## src/rtl/xilly_mem8_responder_if.sv

```systemverilog
// Bus bundle between xillybus_core and the mem_8 responder.
// The master modport is the core side and the slave modport is the responder side.
interface xilly_mem8_responder_if #(
  parameter int ADDR_W = 5
);

  // Read stream (responder to host)
  logic              user_r_mem_8_rden;
  logic [7:0]        user_r_mem_8_data;
  logic              user_r_mem_8_empty;
  logic              user_r_mem_8_eof;
  logic              user_r_mem_8_open;

  // Write stream (host to responder)
  logic              user_w_mem_8_wren;
  logic [7:0]        user_w_mem_8_data;
  logic              user_w_mem_8_full;
  logic              user_w_mem_8_open;

  // Seek port shared by both streams
  logic [ADDR_W-1:0] user_mem_8_addr;
  logic              user_mem_8_addr_update;

  modport master (
    output user_r_mem_8_rden,
    output user_r_mem_8_open,
    output user_w_mem_8_wren,
    output user_w_mem_8_data,
    output user_w_mem_8_open,
    output user_mem_8_addr,
    output user_mem_8_addr_update,
    input  user_r_mem_8_data,
    input  user_r_mem_8_empty,
    input  user_r_mem_8_eof,
    input  user_w_mem_8_full
  );

  modport slave (
    input  user_r_mem_8_rden,
    input  user_r_mem_8_open,
    input  user_w_mem_8_wren,
    input  user_w_mem_8_data,
    input  user_w_mem_8_open,
    input  user_mem_8_addr,
    input  user_mem_8_addr_update,
    output user_r_mem_8_data,
    output user_r_mem_8_empty,
    output user_r_mem_8_eof,
    output user_w_mem_8_full
  );

endinterface

```

## src/rtl/xilly_mem8_responder.sv

```systemverilog
// Responder for the Xillybus seekable 8-bit stream pair (mem_8).
// Host reads and writes go to an on-chip byte RAM at one shared pointer
// that the host can seek. With EOF_AT_END=1 the pointer stops after the top
// byte and reports EOF, empty and full. With EOF_AT_END=0 it wraps to 0.
module xilly_mem8_responder #(
  parameter int ADDR_W     = 5,
  parameter int EOF_AT_END = 1
) (
  input  logic                          bus_clk,
  input  logic                          bus_rst,
  xilly_mem8_responder_if.slave         mem8
);

  localparam int DEPTH = 2 ** ADDR_W;
  localparam logic [ADDR_W-1:0] LAST_ADDR = ADDR_W'(DEPTH - 1);

  // ACTIVE: the pointer addresses a valid byte.
  // PAST_END: the top byte has been consumed and requests are ignored until a seek.
  typedef enum logic {
    ACTIVE   = 1'b0,
    PAST_END = 1'b1
  } state_t;

  state_t            state;
  logic [ADDR_W-1:0] ptr;
  logic [7:0]        rd_data;
  logic              end_flag;

  logic [7:0]        ram [DEPTH];

  logic              rd_eff;
  logic              wr_eff;
  logic              seek;

  // A request counts only while its stream is open and the pointer is not past the end.
  // A seek in the same cycle overrides any request.
  always_comb begin
    seek   = mem8.user_mem_8_addr_update;
    rd_eff = mem8.user_r_mem_8_rden & mem8.user_r_mem_8_open & (state == ACTIVE) & ~seek;
    wr_eff = mem8.user_w_mem_8_wren & mem8.user_w_mem_8_open & (state == ACTIVE) & ~seek;
  end

  // Byte RAM write port. This block writes the contents only and never clears them.
  // NOTE: the RAM array has no reset branch on purpose. A reset loop over every entry
  // prevents block-RAM inference and forces the array into flip-flops.
  always_ff @(posedge bus_clk) begin
    if (!bus_rst && wr_eff) begin
      ram[ptr] <= mem8.user_w_mem_8_data;
    end
  end

  // Pointer, end state, registered read data and the registered flag output.
  // The read samples ram[ptr] in the same edge as the write, so a read and a write
  // in the same cycle return the old byte.
  // NOTE: sequential state uses non-blocking assignments only. Every register then
  // samples values from before the edge. This is what produces read-before-write here.
  always_ff @(posedge bus_clk) begin
    if (bus_rst) begin
      state    <= ACTIVE;
      ptr      <= '0;
      rd_data  <= 8'h00;
      end_flag <= 1'b0;
    end else if (seek) begin
      state    <= ACTIVE;
      ptr      <= mem8.user_mem_8_addr;
      end_flag <= 1'b0;
    end else begin
      if (rd_eff) begin
        rd_data <= ram[ptr];
      end
      if (rd_eff || wr_eff) begin
        if (ptr != LAST_ADDR) begin
          ptr <= ptr + 1'b1;
        end else if (EOF_AT_END != 0) begin
          state    <= PAST_END;
          end_flag <= 1'b1;
        end else begin
          ptr <= '0;
        end
      end
    end
  end

  // The three end-of-memory indications are the same registered condition.
  always_comb begin
    mem8.user_r_mem_8_data  = rd_data;
    mem8.user_r_mem_8_empty = end_flag;
    mem8.user_r_mem_8_eof   = end_flag;
    mem8.user_w_mem_8_full  = end_flag;
  end

endmodule

```

## src/flat_wrapper.sv

```systemverilog
// flat-port wrapper written by rule: the top's interface ports become plain ports
module xilly_mem8_responder_flat 
#(
  parameter int ADDR_W     = 5,
  parameter int EOF_AT_END = 1
)
  (bus_clk, bus_rst, mem8_user_r_mem_8_rden, mem8_user_r_mem_8_open, mem8_user_w_mem_8_wren, mem8_user_w_mem_8_data, mem8_user_w_mem_8_open, mem8_user_mem_8_addr, mem8_user_mem_8_addr_update, mem8_user_r_mem_8_data, mem8_user_r_mem_8_empty, mem8_user_r_mem_8_eof, mem8_user_w_mem_8_full);
  xilly_mem8_responder_if #(.ADDR_W(ADDR_W)) mem8_i ();
  input  logic bus_clk;
  input  logic bus_rst;
  input wire logic [$bits(mem8_i.user_r_mem_8_rden)-1:0] mem8_user_r_mem_8_rden;
  input wire logic [$bits(mem8_i.user_r_mem_8_open)-1:0] mem8_user_r_mem_8_open;
  input wire logic [$bits(mem8_i.user_w_mem_8_wren)-1:0] mem8_user_w_mem_8_wren;
  input wire logic [$bits(mem8_i.user_w_mem_8_data)-1:0] mem8_user_w_mem_8_data;
  input wire logic [$bits(mem8_i.user_w_mem_8_open)-1:0] mem8_user_w_mem_8_open;
  input wire logic [$bits(mem8_i.user_mem_8_addr)-1:0] mem8_user_mem_8_addr;
  input wire logic [$bits(mem8_i.user_mem_8_addr_update)-1:0] mem8_user_mem_8_addr_update;
  output wire logic [$bits(mem8_i.user_r_mem_8_data)-1:0] mem8_user_r_mem_8_data;
  output wire logic [$bits(mem8_i.user_r_mem_8_empty)-1:0] mem8_user_r_mem_8_empty;
  output wire logic [$bits(mem8_i.user_r_mem_8_eof)-1:0] mem8_user_r_mem_8_eof;
  output wire logic [$bits(mem8_i.user_w_mem_8_full)-1:0] mem8_user_w_mem_8_full;
  assign mem8_i.user_r_mem_8_rden = mem8_user_r_mem_8_rden;
  assign mem8_i.user_r_mem_8_open = mem8_user_r_mem_8_open;
  assign mem8_i.user_w_mem_8_wren = mem8_user_w_mem_8_wren;
  assign mem8_i.user_w_mem_8_data = mem8_user_w_mem_8_data;
  assign mem8_i.user_w_mem_8_open = mem8_user_w_mem_8_open;
  assign mem8_i.user_mem_8_addr = mem8_user_mem_8_addr;
  assign mem8_i.user_mem_8_addr_update = mem8_user_mem_8_addr_update;
  assign mem8_user_r_mem_8_data = mem8_i.user_r_mem_8_data;
  assign mem8_user_r_mem_8_empty = mem8_i.user_r_mem_8_empty;
  assign mem8_user_r_mem_8_eof = mem8_i.user_r_mem_8_eof;
  assign mem8_user_w_mem_8_full = mem8_i.user_w_mem_8_full;
  xilly_mem8_responder #(.ADDR_W(ADDR_W), .EOF_AT_END(EOF_AT_END)) u_core (.bus_clk(bus_clk), .bus_rst(bus_rst), .mem8(mem8_i));
endmodule
```

## config.mk

```make
export PLATFORM = sky130hd
export DESIGN_NAME = xilly_mem8_responder_flat
export DESIGN_NICKNAME = d
export VERILOG_FILES = /design/src/rtl/xilly_mem8_responder_if.sv /design/src/rtl/xilly_mem8_responder.sv /design/src/flat_wrapper.sv
export SDC_FILE = /design/constraint.sdc
export NUM_CORES = 1
export LEC_CHECK = 0
export ABC_AREA = 1
export CAP_MARGIN = 20
export CORE_MARGIN = 4
export CORE_UTILIZATION = 55
export DETAILED_ROUTE_END_ITERATION = 12
export GPL_ROUTABILITY_DRIVEN = 0
export PLACE_DENSITY = 0.72
export SYNTH_ARGS = -nofsm -noshare
export SYNTH_HDL_FRONTEND = slang
export SYNTH_SLANG_ARGS = --single-unit
```

## constraint.sdc

```tcl
create_clock -name bus_clk -period 2.7 [get_ports bus_clk]
set_input_delay 0.81 -clock bus_clk [delete_from_list [all_inputs] [get_ports bus_clk]]
set_output_delay 0.81 -clock bus_clk [all_outputs]
set_load 0.005 [all_outputs]
```

After elaboration in Yosys (flattened, before gate mapping)

Memories as Yosys holds them, arrays and structs flattened. A register that Yosys moved wholly into a read port is not among the register bits.
Index checks and enable logic that the tools add are counted.

Equality and inequality tests: 1
Bitwise logic cells: 9
Multiplexer cells: 5
Reduce and logical (&&, ||, !) cells: 9
$mul: 0
$lt $le $gt $ge: 0
Divide/modulo/power cells: 0
Shift-type cells: 0
Add/sub/neg operators: 1

Operator list:

| operator                                                      | number |
|---|---|
| 5-bit 2-to-1 mux                                              | 3 |
| 1-bit bitwise AND                                             | 6 |
| 2-bit AND reduction                                           | 3 |
| 5-bit by 1-bit adder with 5-bit output, second input constant | 1 |
| 5-bit inequality test, second input constant                  | 1 |
| 2-bit nonzero test                                            | 2 |
| 1-bit NOT                                                     | 3 |
| 1-bit 2-to-1 mux                                              | 2 |
| 2-bit OR reduction                                            | 1 |
| 1-bit logical AND                                             | 1 |
| 1-bit logical NOT                                             | 1 |
| 1-bit logical OR                                              | 1 |

Register bits after elaboration: 6
Memories kept: 1
Latch bits: 0
Bits in writable memories: 256
Bits in read-only memories: 0
Input port bits: 20

Memory list:

| name       | words | width | read ports | clocked after Yosys merged registers in | write ports | line                       | RTL |
|---|---|---|---|---|---|---|---|
| u_core.ram | 32    | 8     | 1          | 1                                       | 1           | xilly_mem8_responder.sv:29 | `logic [7:0] ram [DEPTH];` |

Logic depth before layout (Yosys ltp)

Gate-level depths: netlist of the first run.

Word-level depth: 6
Mapped depth: 12
Mapped depth without buffers: 11

Least setup slack after synthesis of the first run

No wires, ideal clock.

Kind: input to register
From: in mem8_user_mem_8_addr_update
To: mem u_core.ram[0][0], enable pin
Stages: 5
Library setup time: 370 ps
Path buffers: 0
Setup slack: 444 ps
Required time: 2330 ps
Arrival time: 1886 ps
Cell sequence: nor2_1 inv_1 nor3_1 nand2_1 nor2_1

Cells in the longest elaborated chain, start to end: 5

Ends and longest elaborated chain:

| what                                   | line                       | RTL |
|---|---|---|
| start, declared                        | flat_wrapper.sv:17         | `input wire logic [$bits(mem8_i.user_mem_8_addr_update)-1:0] mem8_user_mem_8_addr_update;` |
| 1-bit NOT                              | xilly_mem8_responder.sv:40 | `wr_eff = mem8.user_w_mem_8_wren & mem8.user_w_mem_8_open & (state == ACTIVE) & ~seek;` |
| 1-bit bitwise AND                      | xilly_mem8_responder.sv:40 |  |
| 1-bit logical AND                      | xilly_mem8_responder.sv:47 | `if (!bus_rst && wr_eff) begin` |
| 1-bit 2-to-1 mux                       | xilly_mem8_responder.sv:47 |  |
| 1-bit 2-to-1 mux (implied by the code) | xilly_mem8_responder.sv:48 | `ram[ptr] <= mem8.user_w_mem_8_data;` |
| end, declared                          | xilly_mem8_responder.sv:29 |  |

No other way between the ends.

==> results by group, run 1 <==
Placement
  • Port bufs: 30
  • DP HPWL: 16.8 mm
  • Placed insts: 1515

Pwr
  • Lkg Pwr: 5.82 nW
  • Overall Power: 0.00916 W
  • Worst vdd ir: 0.589 mV
  • Power per cell area: 668 nW/µm²

STA
  • Hold Worst Slack: 0.534 ns
  • Fin crit period: 2.28 ns
  • Slew of the pin with the lowest slew margin: 0.652 ns
  • Setup Skew: 0.00733 ns
  • Tcrit/Tclk final: 0.844
  • Max Freq: 0.439 GHz
  • Hold Fails Final Rpt: 0
  • Setup TNS: 0 ns
  • Max_slew headroom: 0.565
  • Final setup fails: 0
  • Final max-slew violation count: 0
  • Setup repair after global routing missed its margin: false

Route
  • Routed vias/inst: 5.22
  • Initial DRC count: 867
  • 1st-pass router iterations: 5
  • WL/cell: 17.4 µm
  • Final wirelength: 27.2 mm
  • ANT nets after route: 0
  • Vias post-DR: 8172
  • DRC: 0

Setup path
  • Worst Path Arrival: 1.47 ns
  • R2r endpoint: u_core.ram[25][5]
  • CP startpoint: u_core.state
  • Setup crit end: mem8_user_w_mem_8_full
  • Cell count of the worst reg-to-reg path: 6
  • Crit path max-delay family: buffers and inverters
  • Crit-path max cell delay: 0.54 ns
  • Flop2flop setup slack: 0.49 ns
  • Crit path launch type: flip-flop
  • CP cell instances: clkdlybuf4s50_1
  • Critical path peak fanout: 5
  • Buffers plus inverters on the worst setup path: 1
  • Setup crit end kind: output port
  • Crit path kind: reg2out
  • Worst r2r src: u_core.ptr[0]
  • Critical Path Stages: 1
  • Critical path's slowest cell: clkdlybuf4s50_1
  • Critical path required time: 1.89 ns

Final layout
  • Post-layout instance count excluding filler cells: 1567
  • Fraction of layout cells with a size suffix above 1: 0.0998
  • Nets: 1295
  • Filler cells: 1597
  • N_diodes: 0
  • Layout area overhead: 16.4%

Clock tree
  • Clock buffer depth: 3
  • Num CTS Buffers: 28
  • TritonCTS clock tree: yes
  • Postcts setup bufs: 0
  • Worst-Skew Late Latency: 0.54 ns
  • Reg clk slew, reported paths: 0.06 ns
  • # H-tree levels: 1
  • Sink Count: 270
  • Post-cts repair resize count: 0
  • CTS root buf: clkbuf_16
  • CTS Hold Bufs: 0

Yosys
  • Yosys cell types: 19
  • Post-Syn Nets: 1212
  • Most frequent cell after synthesis: nand2_1
  • Synth Instances: 1187
  • Syn. warnings: 0
  • Register area share after synthesis: 0.677
  • Number of synthesized flops with an enable pin: 256
  • #FFs+latches synth: 270
  • Syn avg cell area: 9.92 µm²
  • Share of the synthesized area in the top cell type: 0.653
  • Post-Syn Area: 11800 µm²
  • Synth Flop Type: edfxtp_1
  • Area leader, netlist: edfxtp_1
  • Synth top area cells: edfxtp_1 (65%), nand2_1 (13%), inv_1 (6.1%)
  • Synth async-reset ratio: 0
  • Top cells by count, synth: nand2_1 (418), edfxtp_1 (256), inv_1 (191), nand3_1 (105), nor2_1 (83)

Global routing
  • Initial antenna violation count: 0
  • Largest net degree at the start of global routing: 68
  • First-pass GRT wire length: 42.7 mm
  • Total grt overflow: 0
  • Vias in the first global route: 7829
  • Tot GR Track Use: 0.229

Floorplanning
  • Ports: 31
  • Core area: 21000 µm²
  • Die ar.: 23800 µm²
  • Row Count: 53
  • Starting Density: 0.560
  • Die Span Y: 154 µm
  • Die Wd: 154 µm

Run status
  • Status: finished clean

Hold path
  • Hold Crit Class: reg2reg

Job
  • Max Cap Violations: 0
-- registers in the layout, indices dropped and copies added, names as in the netlist --
register,cells
u_core.state,1
u_core.mem8.user_r_mem_8_data,8
u_core.ram,256
u_core.ptr,5
-- power breakdown --
part / switching [W] / internal, W / total (W)
logic: 0.000460 / 0.000207 / 0.000667
registers: 0.0000208 / 0.00460 / 0.00462
clock network: 0.00154 / 0.00234 / 0.00387
total: 0.00202 / 0.00714 / 0.00916
-- layout by cell type (no fill, tap or decap), drive strengths merged --
cell	count
clkdlybuf4s50	30
o21ai	36
a21oi	15
clkbuf	33
nor3	10
nor2	83
nand3	106
clkinv	15
ha	5
edfxtp	256
bufinv	4
buf	73
dfxtp	14
inv	192
clkinvlp	1
xor2	1
nand2	418
-- logic make-up (layout without fill, tap and decap cells) --
kind of cell / count (synthesis) / count (layout) / synth area share
compound gates: 51 / 51 / 0.0217
flops: 270 / 270 / 0.677
buf+inv: 243 / 348 / 0.0830
simple gates: 617 / 617 / 0.213
fa+ha+maj: 5 / 5 / 0.00531
xor+xnor: 1 / 1 / 0.000744
-- worst min-delay path by stage --
stage / start / to / slack, ns / cells after the start
2_1_floorplan: u_core.mem8.user_r_mem_8_data[1] / u_core.mem8.user_r_mem_8_data[1] / 0.52 / 4
6_report: u_core.mem8.user_r_mem_8_data[7] / u_core.mem8.user_r_mem_8_data[7] / 0.53 / 4
3_5_place_dp: u_core.mem8.user_r_mem_8_data[7] / u_core.mem8.user_r_mem_8_data[7] / 0.53 / 4
5_1_grt: u_core.mem8.user_r_mem_8_data[6] / u_core.mem8.user_r_mem_8_data[6] / 0.57 / 4
4_1_cts: u_core.mem8.user_r_mem_8_data[7] / u_core.mem8.user_r_mem_8_data[7] / 0.54 / 4
3_3_place_gp: u_core.mem8.user_r_mem_8_data[7] / u_core.mem8.user_r_mem_8_data[7] / 0.52 / 4
-- layout make-up --
| type | count | area (µm²) | share of cell area |
|---|---|---|---|
| repair buffers | 103 | 898 | 0.0655 |
| inverters | 193 | 726 | 0.0529 |
| flip-flops and latches | 270 | 7970 | 0.581 |
| clock inverters | 19 | 199 | 0.0145 |
| multi-input cells | 674 | 2830 | 0.207 |
| clock buffers | 33 | 741 | 0.0540 |
| well taps | 275 | 344 | 0.0251 |
-- metrics by stage --
step	area, µm²	util	setup slack [ns]
global placement	12800	0.608	0.117
detailed placement	12800	0.608	0.0732
floorplan	11800	-	0.444
global route	13700	0.652	0.344
finish	13700	0.652	0.422
CTS	13700	0.652	0.383
-- layer usage --
metal | vias up | track usage | routed length [µm]
met5 | - | 0 | 0
met4 | 0 | 0.0526 | 510
met3 | 45 | 0.0319 | 2480
met2 | 379 | 0.363 | 12400
met1 | 3802 | 0.341 | 11900
li1 | 3946 | - | -
Note: power is estimated with default switching activity, not from simulation.
==> run 2: changes to the inputs <==
- clock period: 2.7 -> 2.1 ns (I/O delays scaled with it)
==> results by group, run 2 (synthesis gave the netlist of run 1 again) <==
Run status
  • Status: finished clean

Setup path
  • Buffers plus inverters on the worst setup path: 1
  • Worst r2r src: u_core.ptr[0]
  • Critical path required time: 1.47 ns
  • CP startpoint: u_core.state
  • Crit-path max cell delay: 0.51 ns
  • Crit path launch type: flip-flop
  • CP cell instances: clkdlybuf4s50_1
  • Crit path kind: reg2out
  • Crit path max-delay family: buffers and inverters
  • Critical path's slowest cell: clkdlybuf4s50_1
  • Critical path peak fanout: 5
  • Setup crit end kind: output port
  • Worst Path Arrival: 1.39 ns

Route
  • Vias post-DR: 8045
  • 1st-pass router iterations: 5
  • Metal-1 WL: 12.0 mm
  • Final wirelength: 27.0 mm
  • Met2 WL: 12.0 mm
  • Initial DRC count: 840
  • DRC: 0
  • DR top layer: met4
  • WL/cell: 17.3 µm
  • Routed vias/inst: 5.16
  • ANT nets after route: 0
  • Metal3 WL: 2.46 mm

Clock tree
  • CTS root buf: clkbuf_16
  • CTS Hold Bufs: 0
  • Post-cts repair resize count: 1
  • # H-tree levels: 1
  • Num CTS Buffers: 26
  • TritonCTS clock tree: yes
  • Postcts setup bufs: 0
  • Clock buffer depth: 3
  • Sink Count: 270
  • Worst-Skew Late Latency: 0.53 ns
  • Reg clk slew, reported paths: 0.06 ns

Pwr
  • Power per cell area: 820 nW/µm²
  • Worst vdd ir: 0.427 mV
  • Overall Power: 0.0112 W
  • Lkg Pwr: 5.77 nW

Final layout
  • Nets: 1294
  • Final instance area: 13600 µm²
  • Layout area overhead: 15.5%
  • Fraction of layout cells with a size suffix above 1: 0.0981
  • Reg with most FFs: u_core.ram
  • Max FFs per register: 256
  • Commonest cells after routing, fill and taps aside: nand2_1 (418), edfxtp_1 (256), inv_1 (191)
  • Most common cell after layout, fill and taps aside: nand2_1
  • N_diodes: 0

Hold path
  • Hold Crit Class: reg2reg
  • Min-delay src: u_core.mem8.user_r_mem_8_data[2]

Global routing
  • Total grt overflow: 0
  • Largest net degree at the start of global routing: 91
  • Tot GR Track Use: 0.229
  • Initial antenna violation count: 0
  • Vias in the first global route: 7850
  • First-pass GRT wire length: 42.6 mm

Job
  • Max Cap Violations: 0

STA
  • Setup repair after global routing missed its margin: false
  • Fin crit period: 2.02 ns
  • Hold Fails Final Rpt: 0
  • Max Freq: 0.494 GHz
  • Max_slew headroom: 0.656
  • Slew of the pin with the lowest slew margin: 0.515 ns
  • Final setup fails: 0
  • Setup Skew: 0.0105 ns
  • Setup TNS: 0 ns
  • Tcrit/Tclk final: 0.963
  • Final worst-path setup slack: 0.0767 ns
  • Final max-slew violation count: 0

Floorplanning
  • Die Wd: 154 µm
  • Core area: 21000 µm²
  • Die ar.: 23800 µm²
  • Die Span Y: 154 µm
  • Ports: 31
  • Starting Density: 0.560
  • Row Count: 53

Placement
  • DP Area: 12800 µm²
  • DP Worst Slack: -0.358 ns
  • DP HPWL: 16.8 mm
  • Port bufs: 30
[run 2: final timing paths]
path	endpoint	slack (ns)	depth (start not counted)
setup / recovery	mem8_user_r_mem_8_eof	0.08	1
hold reg to reg	u_core.mem8.user_r_mem_8_data[2]	0.54	4
hold / removal	u_core.mem8.user_r_mem_8_data[2]	0.54	4
setup reg to reg	u_core.ram[26][5]	0.14	7
[run 2: final cells by class]
| class | count | area (µm²) |
|---|---|---|
| Clock buffer | 32 | 694 |
| Clock inverter | 12 | 97.6 |
| Fill cell | 1637 | 7420 |
| Inverter | 193 | 726 |
| Multi-Input combinational cell | 674 | 2830 |
| Sequential cell | 270 | 7970 |
| Tap cell | 275 | 344 |
| Timing Repair Buffer | 104 | 933 |
[run 2: stage by stage]
| stage | cells | utilization | hold slack, ns |
|---|---|---|---|
| after floorplan | 1187 | - | 0.518 |
| after CTS | 1560 | 0.647 | 0.542 |
| after global placement | 1516 | 0.609 | 0.521 |
| after global routing | 1560 | 0.647 | 0.572 |
| after detailed placement | 1516 | 0.609 | 0.531 |
| final | 1560 | 0.647 | 0.542 |
[run 2: where the power goes]
group / switching [W] / internal (W)
Clock: 0.00190 / 0.00246
Combinational: 0.000581 / 0.000279
Sequential: 0.0000290 / 0.00591
Total: 0.00251 / 0.00865
[run 2: routing by layer]
metal / up-vias / GRT usage
li1: 3937 / -
met1: 3713 / 0.348
met2: 350 / 0.349
met3: 45 / 0.0364
met4: 0 / 0.0597
met5: - / 0
